--- src/rtl/instr_sequencer.sv ---
// instr_sequencer: multi-cycle fetch/decode/execute control for the datapath.
// Fetches 16-bit words from a combinational ROM (address = PC), latches them
// in IR, and steps through one execute sequence per instruction. Datapath
// controls are decoded combinationally from the current state and IR.
// Optional feature macro: SEQ_STEP_EN. When it is defined, the sequencer
// parks in WAIT after every instruction and advances on Step.
module instr_sequencer (
    input  logic        Clk,
    input  logic        Reset,
    input  logic        Run,
    input  logic        Step,
    input  logic [15:0] I_rdata,
    output logic [4:0]  I_addr,
    output logic [15:0] IR_Out,
    output logic [3:0]  StateO,
    output logic        Halted,
    output logic [7:0]  D_addr,
    output logic        D_wr,
    output logic        RF_s,
    output logic [3:0]  RF_W_addr,
    output logic        RF_W_wr,
    output logic [3:0]  RF_Ra_addr,
    output logic [3:0]  RF_Rb_addr,
    output logic        RF_Ra_rd,
    output logic        RF_Rb_rd,
    output logic [2:0]  Alu_s0
);

    typedef enum logic [3:0] {
        ST_INIT   = 4'd0,
        ST_FETCH  = 4'd1,
        ST_DECODE = 4'd2,
        ST_NOOP   = 4'd3,
        ST_LOAD_A = 4'd4,
        ST_LOAD_B = 4'd5,
        ST_STORE  = 4'd6,
        ST_ADD    = 4'd7,
        ST_SUB    = 4'd8,
        ST_HALT   = 4'd9,
        ST_WAIT   = 4'd10
    } state_t;

    localparam logic [3:0] OP_STORE = 4'd1;
    localparam logic [3:0] OP_LOAD  = 4'd2;
    localparam logic [3:0] OP_ADD   = 4'd3;
    localparam logic [3:0] OP_SUB   = 4'd4;
    localparam logic [3:0] OP_HALT  = 4'd5;

    localparam logic [2:0] ALU_PASS = 3'd0;
    localparam logic [2:0] ALU_ADD  = 3'd1;
    localparam logic [2:0] ALU_SUB  = 3'd2;

    // Where an execute state goes once the instruction is complete.
`ifdef SEQ_STEP_EN
    localparam state_t ST_AFTER_EXEC = ST_WAIT;
`else
    localparam state_t ST_AFTER_EXEC = ST_FETCH;
`endif

    state_t      state_q, state_d;
    logic [4:0]  pc_q, pc_d;
    logic [15:0] ir_q, ir_d;

    // State, PC and IR registers; reset aborts any instruction immediately.
    always_ff @(posedge Clk or posedge Reset) begin
        if (Reset) begin
            state_q <= ST_INIT;
            pc_q    <= 5'd0;
            ir_q    <= 16'd0;
        end else begin
            state_q <= state_d;
            pc_q    <= pc_d;
            ir_q    <= ir_d;
        end
    end

    // Next-state logic; FETCH is the only state that loads IR and bumps PC.
    always_comb begin
        state_d = state_q;
        pc_d    = pc_q;
        ir_d    = ir_q;
        case (state_q)
            ST_INIT:   state_d = Run ? ST_FETCH : ST_INIT;
            ST_FETCH: begin
                state_d = ST_DECODE;
                ir_d    = I_rdata;
                pc_d    = pc_q + 5'd1;
            end
            ST_DECODE: begin
                case (ir_q[15:12])
                    OP_STORE: state_d = ST_STORE;
                    OP_LOAD:  state_d = ST_LOAD_A;
                    OP_ADD:   state_d = ST_ADD;
                    OP_SUB:   state_d = ST_SUB;
                    OP_HALT:  state_d = ST_HALT;
                    default:  state_d = ST_NOOP;   // NOOP and illegal opcodes
                endcase
            end
            ST_LOAD_A: state_d = ST_LOAD_B;
            ST_NOOP,
            ST_LOAD_B,
            ST_STORE,
            ST_ADD,
            ST_SUB:    state_d = ST_AFTER_EXEC;
            ST_HALT:   state_d = ST_HALT;
            // Only reachable in the single-step build.
            ST_WAIT:   state_d = Step ? ST_FETCH : ST_WAIT;
            default:   state_d = ST_INIT;          // unused encodings recover
        endcase
    end

    // Datapath controls decoded from state and IR; everything idles at 0.
    always_comb begin
        D_addr     = 8'd0;
        D_wr       = 1'b0;
        RF_s       = 1'b0;
        RF_W_addr  = 4'd0;
        RF_W_wr    = 1'b0;
        RF_Ra_addr = 4'd0;
        RF_Rb_addr = 4'd0;
        RF_Ra_rd   = 1'b0;
        RF_Rb_rd   = 1'b0;
        Alu_s0     = ALU_PASS;
        case (state_q)
            ST_STORE: begin
                D_addr     = ir_q[11:4];
                RF_Ra_addr = ir_q[3:0];
                RF_Ra_rd   = 1'b1;
                Alu_s0     = ALU_PASS;
                D_wr       = 1'b1;
            end
            ST_LOAD_A: begin
                D_addr    = ir_q[11:4];
                RF_s      = 1'b1;
                RF_W_addr = ir_q[3:0];
            end
            ST_LOAD_B: begin
                // Memory read data has settled; commit it this cycle.
                D_addr    = ir_q[11:4];
                RF_s      = 1'b1;
                RF_W_addr = ir_q[3:0];
                RF_W_wr   = 1'b1;
            end
            ST_ADD,
            ST_SUB: begin
                RF_Ra_addr = ir_q[11:8];
                RF_Rb_addr = ir_q[7:4];
                RF_Ra_rd   = 1'b1;
                RF_Rb_rd   = 1'b1;
                RF_W_addr  = ir_q[3:0];
                RF_s       = 1'b0;
                Alu_s0     = (state_q == ST_ADD) ? ALU_ADD : ALU_SUB;
                RF_W_wr    = 1'b1;
            end
            default: ;
        endcase
    end

    assign I_addr = pc_q;
    assign IR_Out = ir_q;
    assign StateO = state_q;
    assign Halted = (state_q == ST_HALT);

endmodule

--- config.mk ---
export PLATFORM = sky130hd
export DESIGN_NAME = instr_sequencer
export DESIGN_NICKNAME = d
export VERILOG_FILES = /design/src/rtl/instr_sequencer.sv
export SDC_FILE = /design/constraint.sdc
export NUM_CORES = 1
export LEC_CHECK = 0
export BUFFER_PORTS_ARGS = -buffer_cell sky130_fd_sc_hd__buf_2
export CAP_MARGIN = 15
export CORE_ASPECT_RATIO = 1.25
export CORE_MARGIN = 3
export CORE_UTILIZATION = 40
export DETAILED_ROUTE_END_ITERATION = 16
export GPL_TIMING_DRIVEN = 0
export PLACE_DENSITY = 0.74
export RECOVER_POWER = 100
export REMOVE_ABC_BUFFERS = 1
export SLEW_MARGIN = 40
export SYNTH_ARGS = -nofsm -noshare
export SYNTH_HDL_FRONTEND = slang
export SYNTH_SLANG_ARGS = --single-unit
--- constraint.sdc ---
create_clock -name Clk -period 1.7 [get_ports Clk]
set_clock_uncertainty 0.2 [all_clocks]
set_input_delay 0.34 -clock Clk [delete_from_list [all_inputs] [get_ports Clk]]
set_output_delay 0.34 -clock Clk [all_outputs]
set_load 0.05 [all_outputs]
==> metrics.csv <==
metric;value;unit
status;complete, but fails checks;
violations;setup timing;
synth_edf_count;0;
postRouteAntennaNets;0;
relSlewSlack;0.646;
vias;1357;
wl_met2;2.76;mm
crit_path_end_kind;output port;
grt_pass1_vias;1422;
cp_max_fo;5;
grt_max_degree;26;
cp.required;1.16;ns
grt_pass1_wl;7.11;mm
min_period_over_period;1.32;
cts_root_buffer;clkbuf_8;
synthCells;119;
clkLatencyLatePin;0.28;ns
cp_data_arrival_time;1.70;ns
synthesis.area;0.00137;sq mm
max_clock_freq;447;MHz
wl_met1;1.81;mm
rr_startpoint;StateO[2];
min_period;2.24;ns
ys_ff_latch;25;
r2r_setup_slack;-0.25;ns
viasPerCell;5.34;
critPathSlowestCell;dfrtp_2;
regArea;631;sq um
hold_class;input pin to register;
crit_buf_inv;2;
cts_buffer_depth;2;
grt_antenna_before_repair;0;
drive_gt1_frac;0.719;
ys_seq_area_frac;0.457;
drv_cap;0;
diodes;0;
die_area;0.00416;sq mm
crit_chain;nor4b_4, buf_6, a31o_4, a22o_1, buf_6;
top_layer_used;met4;
drcViolationCount;0;
min_from;I_rdata[7];
clk_pin_slew;0.10;ns
portBuffers;72;
holdPathStages;2;
initialDrtViolationCount;74;
ioPinCount;74;
critPathLaunchType;register;
holdWs;0.0755;ns
slew_viol_final;0;
crit_path_frequent_cell;buf_6;
r2r_end;IR_Out[12];
synth_ff_type;dfrtp_1;
synthArstFlopShare;1.00;
wl_per_cell;19.7;um
cts_buffers;3;
setup_violations;51;
fin_ws;-0.539;ns
final_cell_mix;buf_6, clkbuf_2, dfrtp_1;
reg2regPathDepth;6;
areaGrowthSynthToFinish;82.0;%
crit_type;register to output port;
grt_use_total;0.229;
cts_tree;done;
yosysUniqueCellTypes;35;
design_area;0.00249;sq mm
firstDrtPassIters;4;
hold_viol_final;0;
fillers;188;
final_common_cell;buf_6;
cpLargestDelayFamily;flip-flops;
wirelength;4.99;mm
grt_setup_unrepaired;yes;
rows;23;
die_w;58.3;um
holdPathEnd;IR_Out[7];
wl_met3;270;um
clock_sinks;25;
start_util;0.421;
nets;239;
hpwl;2.53;mm
yosysWarnings;0;
core;0.00325;sq mm
dpl_cell_area;0.00173;sq mm
die_h;71.4;um
cpPeakStageDelay;0.46;ns
grt_overflow;0;
finalWeightedCongestion;0.862;
avgSynthCellArea;11.5;sq um
multi_input_comb_area;886;sq um
worstMarginPinSlew;0.531;ns
cts_max_level;1;
## flip-flops by register name, summed over array words and instances (netlist names)
| signal | cells |
|---|---|
| IR_Out | 16 |
| I_addr | 5 |
| StateO | 4 |
## timing repair
| action | 4_1_cts | 5_1_grt |
|---|---|---|
| pin swaps | 11 | 7 |
| hold buffers | 1 | 0 |
| gates cloned | 3 | 0 |
| gates resized for setup | 110 | 38 |
| setup endpoints to repair | 55 | 54 |
| endpoints found under the hold margin | 25 | 0 |
| buffers inserted | 16 | 8 |
## through the flow
step | setup slack [ns] | cells | TNS (ns) | util
global route | -0.592 | 254 | -19.14 | 0.765
global placement | -0.733 | 220 | -26.72 | 0.527
floorplan | -1.58 | 111 | -44.14 | -
detailed placement | -0.652 | 222 | -16.89 | 0.532
CTS | -0.462 | 246 | -14.00 | 0.702
finish | -0.539 | 254 | -16.58 | 0.765
## cells by family (layout without fill, tap and decap cells)
group                    count (synthesis)  after routing  synth area share
buffers and inverters                   10            107            0.0494
flip-flops                              25             25             0.457
AO/OA/AOI/OAI                           19             20            0.0997
XOR/XNOR                                 5              5            0.0320
AND/OR/NAND/NOR                         41             41             0.210
other                                    1              1           0.00274
adder cells (fa/ha/maj)                  1              1           0.00915
multiplexers                            17             17             0.140
## Yosys cell counts (2+ instances only)
cell,number,area [sq um]
dfrtp_1,25,626
mux2_1,17,191
and2_1,12,75.1
nor2b_1,7,43.8
nand2b_1,6,37.5
a21oi_1,5,25.0
a22o_1,4,35.0
nor2_1,4,15.0
buf_2,3,15.0
buf_4,3,22.5
xnor2_1,3,26.3
and3_1,2,12.5
buf_6,2,22.5
inv_1,2,7.51
nand4_1,2,12.5
nor4b_4,2,47.6
xor2_1,2,17.5
## worst reg2reg max path, delay by kind of cell (launching register included)
kind,cells,cell delay [ns]
DFF,1,0.46
and+or+nand+nor,1,0.29
buffers and inverters,4,0.58
muxes,1,0.30
## cell type report
type	instances	share of cell area
clock buffers	3	0.0166
clock inverters	1	0.00201
inverters	2	0.00302
multi-input cells	85	0.356
flip-flops and latches	25	0.253
well taps	37	0.0186
repair buffers	101	0.350
## worst max-delay path by stage
| stage | startpoint | slack, ns | cells past startpoint | endpoint |
|---|---|---|---|---|
| 2_1_floorplan | StateO[3] | -1.58 | 3 | RF_Ra_addr[0] |
| 3_3_place_gp | StateO[0] | -0.73 | 3 | I_addr[4] |
| 3_5_place_dp | StateO[2] | -0.65 | 4 | RF_Ra_addr[1] |
| 4_1_cts | StateO[1] | -0.46 | 5 | RF_Ra_addr[1] |
| 5_1_grt | StateO[1] | -0.59 | 5 | RF_Ra_addr[2] |
| 6_report | StateO[1] | -0.54 | 5 | RF_Ra_addr[2] |
## metal layers
metal,global-route usage,up-vias
met4,0.124,0
met3,0.0432,12
met1,0.273,673
met5,0,-
met2,0.384,55
li1,-,617
Power is not shown: default switching activity piles up to over one toggle a cycle in this logic, so the estimate is an artifact.
